--- config.mk ---
export PLATFORM = sky130hd
export DESIGN_NAME = aes_dec_round_ctrl
export DESIGN_NICKNAME = d
export VERILOG_FILES = /design/src/rtl/aes_dec_pkg.sv /design/src/rtl/aes_dec_round_ctrl.sv
export SDC_FILE = /design/constraint.sdc
export NUM_CORES = 1
export LEC_CHECK = 0
export ABC_CLOCK_PERIOD_IN_PS = 4900
export CORE_AREA = 2 2 251 253
export DETAILED_ROUTE_END_ITERATION = 16
export DIE_AREA = 0 0 253 255
export PLACE_DENSITY = 0.46
export SETUP_SLACK_MARGIN = 0.4
export SLEW_MARGIN = 15
export SYNTH_ARGS = -nofsm -noshare
export SYNTH_HDL_FRONTEND = slang
export SYNTH_SLANG_ARGS = --single-unit
export TNS_END_PERCENT = 50
--- constraint.sdc ---
create_clock -name clk -period 4.9 [get_ports clk]
set_input_delay 0.98 -clock clk [delete_from_list [all_inputs] [get_ports clk]]
set_output_delay 0.98 -clock clk [all_outputs]
set_load 0.01 [all_outputs]
--- src/rtl/aes_dec_pkg.sv ---
// Shared types and constants for the AES decoder round control.
// Block width, round-key index width, legal round counts and FSM states.
package aes_dec_pkg;

   localparam int AES_BLK_W = 128;
   localparam int RK_IDX_W  = 4;

   localparam int NR_128 = 10;
   localparam int NR_192 = 12;
   localparam int NR_256 = 14;

   typedef enum logic [1:0] {
      IDLE  = 2'd0,
      ROUND = 2'd1,
      DONE  = 2'd2
   } dec_fsm_e;

endpackage

--- src/rtl/aes_dec_round_ctrl.sv ---
// Iterative AES inverse-cipher sequencer: owns the state register, drives the external
// inverse-round datapath one round per cycle and selects round keys from the key store.
module aes_dec_round_ctrl
   import aes_dec_pkg::*;
#(
   parameter int NR = 10
)
(
   input  logic                 clk,
   input  logic                 rst,
   input  logic                 key_rdy,
   input  logic                 in_valid,
   output logic                 in_ready,
   input  logic [AES_BLK_W-1:0] in_data,
   output logic [RK_IDX_W-1:0]  rk_idx,
   input  logic [AES_BLK_W-1:0] rk_data,
   output logic [AES_BLK_W-1:0] rnd_in,
   output logic                 rnd_last,
   input  logic [AES_BLK_W-1:0] rnd_out,
   output logic                 out_valid,
   input  logic                 out_ready,
   output logic [AES_BLK_W-1:0] out_data,
   output logic                 busy
);

   generate
      if (NR != NR_128 && NR != NR_192 && NR != NR_256) begin : g_bad_nr
         $error("aes_dec_round_ctrl: NR must be 10, 12 or 14");
      end
   endgenerate

   localparam logic [RK_IDX_W-1:0] LAST_KEY   = RK_IDX_W'(NR);
   localparam logic [RK_IDX_W-1:0] FIRST_RND  = RK_IDX_W'(NR - 1);

   dec_fsm_e               r_fsm;
   dec_fsm_e               w_fsm_next;
   logic [RK_IDX_W-1:0]    r_round;
   logic [RK_IDX_W-1:0]    w_round_next;
   logic [AES_BLK_W-1:0]   r_state;
   logic [AES_BLK_W-1:0]   w_state_next;
   logic                   r_out_valid;
   logic                   r_busy;

   always_ff @(posedge clk or posedge rst) begin
      if (rst) begin
         r_fsm       <= IDLE;
         r_round     <= '0;
         r_state     <= '0;
         r_out_valid <= 1'b0;
         r_busy      <= 1'b0;
      end else begin
         r_fsm       <= w_fsm_next;
         r_round     <= w_round_next;
         r_state     <= w_state_next;
         r_out_valid <= (w_fsm_next == DONE);
         r_busy      <= (w_fsm_next == ROUND);
      end
   end

   always_comb begin
      w_fsm_next   = r_fsm;
      w_round_next = r_round;
      w_state_next = r_state;
      in_ready     = 1'b0;
      rk_idx       = LAST_KEY;
      rnd_last     = 1'b0;

      case (r_fsm)
         IDLE: begin
            in_ready = key_rdy;
            if (in_valid && key_rdy) begin
               w_state_next = in_data ^ rk_data;
               w_round_next = FIRST_RND;
               w_fsm_next   = ROUND;
            end
         end
         ROUND: begin
            rk_idx       = r_round;
            rnd_last     = (r_round == '0);
            w_state_next = rnd_out;
            if (r_round != '0) begin
               w_round_next = r_round - RK_IDX_W'(1);
            end else begin
               w_fsm_next = DONE;
            end
         end
         DONE: begin
            if (out_ready) begin
               w_fsm_next = IDLE;
               in_ready   = key_rdy;
               // Chain the next block straight in so back-to-back traffic has no bubble.
               if (in_valid && key_rdy) begin
                  w_state_next = in_data ^ rk_data;
                  w_round_next = FIRST_RND;
                  w_fsm_next   = ROUND;
               end
            end
         end
         default: begin
            w_fsm_next = IDLE;
         end
      endcase
   end

   assign rnd_in    = r_state;
   assign out_data  = r_state;
   assign out_valid = r_out_valid;
   assign busy      = r_busy;

endmodule

==> flow_summary.ini, run 1 <==
[synthesis]
yosys.area.top_type = dfrtp_1
syn-mean-instance-area_um2 = 12.6
synth-seq-area-share_pct = 37.5
syn-instance-count = 719
synth_async_sr_flop_share_pct = 100
ys_seq_elements = 136
synth_edf_count = 0
netlist.area_leader.share_pct = 37.5
synthesis.nets = 1109
synth_area_um2 = 9080
synthDistinctLibCells = 31
synth.area.top_cells = dfrtp_1 37%, mux2_2 25%, xor2_1 12%
ys.flop_type = dfrtp_1
synth_warnings = 0

[routing]
drt_pass1_iterations = 4
post_drt_via_cell_ratio = 3.52
wl_met2_um = 17700
detail-route-antenna-nets = 0
wl_um = 34100
wl_met3_um = 3070
vias = 7213
top_layer = met5
first_iter_violations = 153
drc = 0
post_drt_wl_per_cell_um = 16.6
routedLengthMet1_um = 12700

[hold_path]
hold_path_startpoint = out_data[106]
min_to = out_data[106]
holdCritPathClass = register to register
hold_depth = 1

[clocking]
root_buffer = clkbuf_16
cts_buffers = 17
hold_buffers = 0
clkLatencyLatePin_ps = 470
cts_buffer_depth = 2
htreeDepth = 4
cts_tree = done
clock-sinks = 136
cts.clk_slew.worst_paths_ps = 60
cts-resized-gates = 0
post-cts-setup-buffer-count = 0

[sta]
layout_setup_ws_ps = 1540
hold_viol = 0
finalSetupTns_ps = 0
slew_violations = 0
relSlewSlack_pct = 44.7
fin_crit_ps = 3360
finalSetupViolCount = 0
skew_ps = 8.77
tightest_slew_ps = 830
timing.hold.ws_ps = 534
fmax_mhz = 298
rsz0062_at_grt = false
finalCritPeriodShare_pct = 68.5

[die]
core_area_um2 = 62200
io_pins = 653
fp-row-count = 92
dieWidth_um = 253
die_h_um = 255
die-area_um2 = 64500
initial_utilization_pct = 14.6

[cells_and_area]
n_fill_cell = 6496
drive_gt1_share_pct = 23.9
nNetsFinal = 1626
final_util_pct = 25.9
regArea_um2 = 3400
syn_to_final_growth_pct = 77.4
multi_input_area_um2 = 4460

[critical_path]
arrival_ps = 2380
cp_max_fo = 5
crit_chain = inv_1 > ha_1 > or3b_2 > nor2_1 > clkdlybuf4s50_1
worst_path_max_delay_cell = clkdlybuf4s50_1
r2r_end = out_data[111]
worstSetupPathType = register to primary output
ff2ff_setup_slack_ps = 2450
timing.rr.start = r_fsm[1]
start_kind = register
rr_worst_depth = 4
crit_required_ps = 3920
slowest_delay_ps = 550
crit_path_end_kind = primary output

[grt]
antenna_found_initial = 4
grt_pass1_vias = 7582
grt_overflow = 0
grt_max_degree = 137
grt_pass1_wl_um = 47500
grt_util_all_layers_pct = 10.1

[placed_design]
place_ws_ps = 1580
place.gp.congestion = 0.747
place.port_buffers = 652
place_hpwl_um = 27000

[power]
powerDensity_nw_per_um2 = 571
leakagePower_nw = 6.37
peakVddDrop_v = 0.000341

[outcome]
outcome = finished, final reports clean

[flow_run]
maxCapViolations = 0
==> worst max-delay path, delay by kind of cell, from the launching register on <==
family | cells | cell delay (ps)
and+or+nand+nor | 2 | 620
adders and majority gates | 1 | 230
DFF | 1 | 400
buffers and inverters | 2 | 660
==> power breakdown <==
part | switching (mW) | internal (mW) | total, mW | leakage, nW
sequential | 0.597 | 1.72 | 2.31 | 1.59
clock | 0.570 | 0.795 | 1.37 | 0.294
combinational | 2.01 | 3.52 | 5.53 | 4.49
total | 3.17 | 6.03 | 9.20 | 6.37
==> routing by layer <==
layer  track usage, %  vias to the layer above
li1                 -                     3354
met1             10.8                     3407
met2             17.9                      417
met3             3.87                       33
met4             4.26                        2
met5                0                        -
==> state kept, by name (all words and copies together) (netlist names) <==
register / cells
r_round: 4
busy: 1
r_fsm: 2
out_data: 128
out_valid: 1
==> worst max-delay path by stage <==
stage	start	to	slack [ps]	cells past startpoint
after floorplan	rst	busy	2230	1
after global placement	key_rdy	in_ready	1570	4
after detailed placement	out_ready	in_ready	1580	4
after CTS	r_round[0]	rnd_last	1470	5
after global routing	r_round[0]	rnd_last	1390	5
final	r_round[0]	rnd_last	1540	5
==> layout by cell type, fill, tap and decap left out, drive strengths merged, types with 2 or more instances in the layout <==
cell | Yosys | final
clkdlybuf4s50 | 0 | 652
mux2 | 256 | 256
dfrtp | 136 | 136
xor2 | 128 | 128
clkbuf | 0 | 20
inv | 3 | 7
nand2b | 6 | 6
buf | 159 | 5
nand2 | 3 | 3
nor2 | 3 | 3
o21ai | 3 | 3
clkinvlp | 0 | 3
clkinv | 0 | 3
diode | 0 | 2
nor2b | 2 | 2
and2 | 2 | 2
o22ai | 2 | 2
a21oi | 2 | 2
bufinv | 0 | 2
==> through the flow <==
step           instance area [um^2]  cells  power (mW)
2_1_floorplan                  9080    719        5.62
3_3_place_gp                  15500   2016        7.92
3_5_place_dp                  15500   2016        7.95
4_1_cts                       16100   2048        9.41
5_1_grt                       16100   2049        9.81
6_report                      16100   2050        9.20
==> logic make-up after synthesis <==
family / after synthesis / share of synthesized area, %
AO/OA/AOI/OAI: 14 / 1.03
XOR/XNOR: 128 / 12.3
adder cells (fa/ha/maj): 1 / 0.138
buffers and inverters: 162 / 13.5
flip-flops: 136 / 37.5
multiplexers: 257 / 34.1
AND/OR/NAND/NOR: 21 / 1.43
==> Yosys cell counts, types with 2 or more instances <==
library cell	instances
a21oi_1	2
and2_1	2
buf_2	9
buf_4	139
buf_6	11
dfrtp_1	136
inv_1	3
mux2_2	202
mux2_4	54
nand2_1	3
nand2b_1	5
nor2_1	3
nor2b_1	2
o21ai_0	3
o22ai_1	2
xor2_1	128
==> final cells by class <==
class	count	area share [%]
Timing Repair Buffer	657	41.1
Multi-Input combinational cell	421	27.7
Sequential cell	136	21.1
Tap cell	799	6.21
Clock buffer	20	2.90
Clock inverter	12	0.855
Inverter	3	0.0932
Antenna cell	2	0.0311
Power figures use the tool's default switching activity.
==> inputs of run 2 (changes only) <==
Settings changed: ABC_CLOCK_PERIOD_IN_PS 4900 to 3110, PLACE_DENSITY 0.46 to 0.45.
Clock period 4.9 ns to 3.11 ns, I/O delays scaled along.
==> run 2 against run 1 <==
Clock power up 47%; global-route usage up 0.10 points; combinational power up 60%; sequential share of layout area down 0.058 points; worst setup slack worse by 1100 ps; register-to-register slack worse by 1500 ps; power up 58%; count of clock-buffer cells in the layout up 1; largest power group unchanged; first-iteration DRC count up 14%; sequential power up 60%; core utilization up 0.081 points.
==> flow_summary.ini, run 2 (synthesis gave the netlist of run 1 again) <==
[outcome]
outcome = finished, final reports clean

[grt]
grt_pass1_vias = 7664
antenna_found_initial = 2
grt_pass1_wl_um = 47900
grt_overflow = 0
grt_max_degree = 79
grt_util_all_layers_pct = 10.2

[sta]
finalSetupViolCount = 0
hold_viol = 0
fmax_mhz = 370
tightest_slew_ps = 509
relSlewSlack_pct = 66.1
slew_violations = 0
finalCritPeriodShare_pct = 86.8
skew_ps = 16.0
fin_crit_ps = 2700
rsz0062_at_grt = true
timing.hold.ws_ps = 541
finalSetupTns_ps = 0

[cells_and_area]
largest_reg_flops = 128
final_common_cell = clkdlybuf4s50_1
nNetsFinal = 1636
syn_to_final_growth_pct = 77.9
layout_common_cells = 651 x clkdlybuf4s50_1, 202 x mux2_2, 135 x dfrtp_1, 128 x xor2_1, 54 x mux2_4
antenna_cells = 0
fin_cells = 2057
n_fill_cell = 6558
drive_gt1_share_pct = 24.4

[clocking]
root_buffer = clkbuf_16
cts_tree = done
cts_buffer_depth = 2
cts.clk_slew.worst_paths_ps = 70
hold_buffers = 0
clock-sinks = 136
cts_buffers = 17
htreeDepth = 4
clkLatencyLatePin_ps = 460

[flow_run]
maxCapViolations = 0

[die]
io_pins = 653
die_h_um = 255
initial_utilization_pct = 14.6
dieWidth_um = 253
die-area_um2 = 64500
fp-row-count = 92
core_area_um2 = 62200

[hold_path]
holdCritPathClass = register to register
hold_depth = 1
min_to = out_data[37]
hold_path_startpoint = out_data[37]

[routing]
post_drt_wl_per_cell_um = 16.6
first_iter_violations = 174
wl_um = 34200
post_drt_via_cell_ratio = 3.50
drt_pass1_iterations = 4
detail-route-antenna-nets = 0
drc = 0
vias = 7204

[power]
leakagePower_nw = 6.40
total_power_mw = 14.6
powerDensity_nw_per_um2 = 901
peakVddDrop_v = 0.000507

[critical_path]
worstSetupPathType = register to primary output
timing.rr.start = r_fsm[1]
crit_path_end_kind = primary output
start_kind = register
arrival_ps = 2080
rr_worst_depth = 6
cp_max_fo = 5
crit_required_ps = 2490
ff2ff_setup_slack_ps = 940
r2r_end = out_data[71]

[placed_design]
place.gp.congestion = 0.738
place_inst = 2023
place_hpwl_um = 27600
place.port_buffers = 652
## run 2: report_power, final
part,internal [mW],switching (mW),leakage (nW),total [mW]
Clock,1.14,0.873,0.262,2.01
Sequential,2.71,0.985,1.59,3.69
Combinational,5.64,3.21,4.55,8.85
Total,9.48,5.07,6.40,14.6
## run 2: what timing repair did
| action | CTS | global route |
|---|---|---|
| buffers inserted | 0 | 3 |
| setup endpoints to repair | 3 | 3 |
| resized for setup | 2 | 1 |
## run 2: how the worst max path moves through the flow
stage          startpoint  endpoint  slack, ps  cells past startpoint
3_5_place_dp    out_ready  in_ready        500                      4
5_1_grt        r_round[1]  rnd_last        300                      5
3_3_place_gp    out_ready  in_ready        510                      4
4_1_cts        r_round[1]  rnd_last        340                      5
6_report       r_round[0]  rnd_last        410                      5
2_1_floorplan         rst      busy        790                      1
## run 2: area by class of cell
cell class	instances	area [um^2]	area share, %
Timing Repair Buffer	667	6710	41.6
Multi-Input combinational cell	421	4470	27.6
Tap cell	799	1000	6.19
Inverter	3	15.0	0.0929
Clock inverter	10	96.3	0.596
Sequential cell	136	3400	21.1
Clock buffer	21	460	2.85
## run 2: per-layer routing
metal | up-vias | wire length, um | GRT usage (%)
met4 | 0 | 879 | 4.73
met3 | 29 | 2730 | 3.34
li1 | 3386 | - | -
met5 | - | 0 | 0
met1 | 3385 | 12500 | 10.7
met2 | 404 | 18100 | 18.5
## run 2: worst max-delay path, stage by stage, from the launching register on
cell           delay, ps
dfrtp_1              400
inv_1                100
ha_2                 220
or3b_2               510
nor2_1               100
dlygate4sd2_1        280
## run 2: through the flow
stage,utilization (%),worst slack [ps],cell area (um^2)
final,26.0,409,16200
after global routing,26.0,296,16200
after CTS,26.0,336,16100
after detailed placement,25.1,498,15600
after global placement,25.1,506,15600
after floorplan,-,795,9080
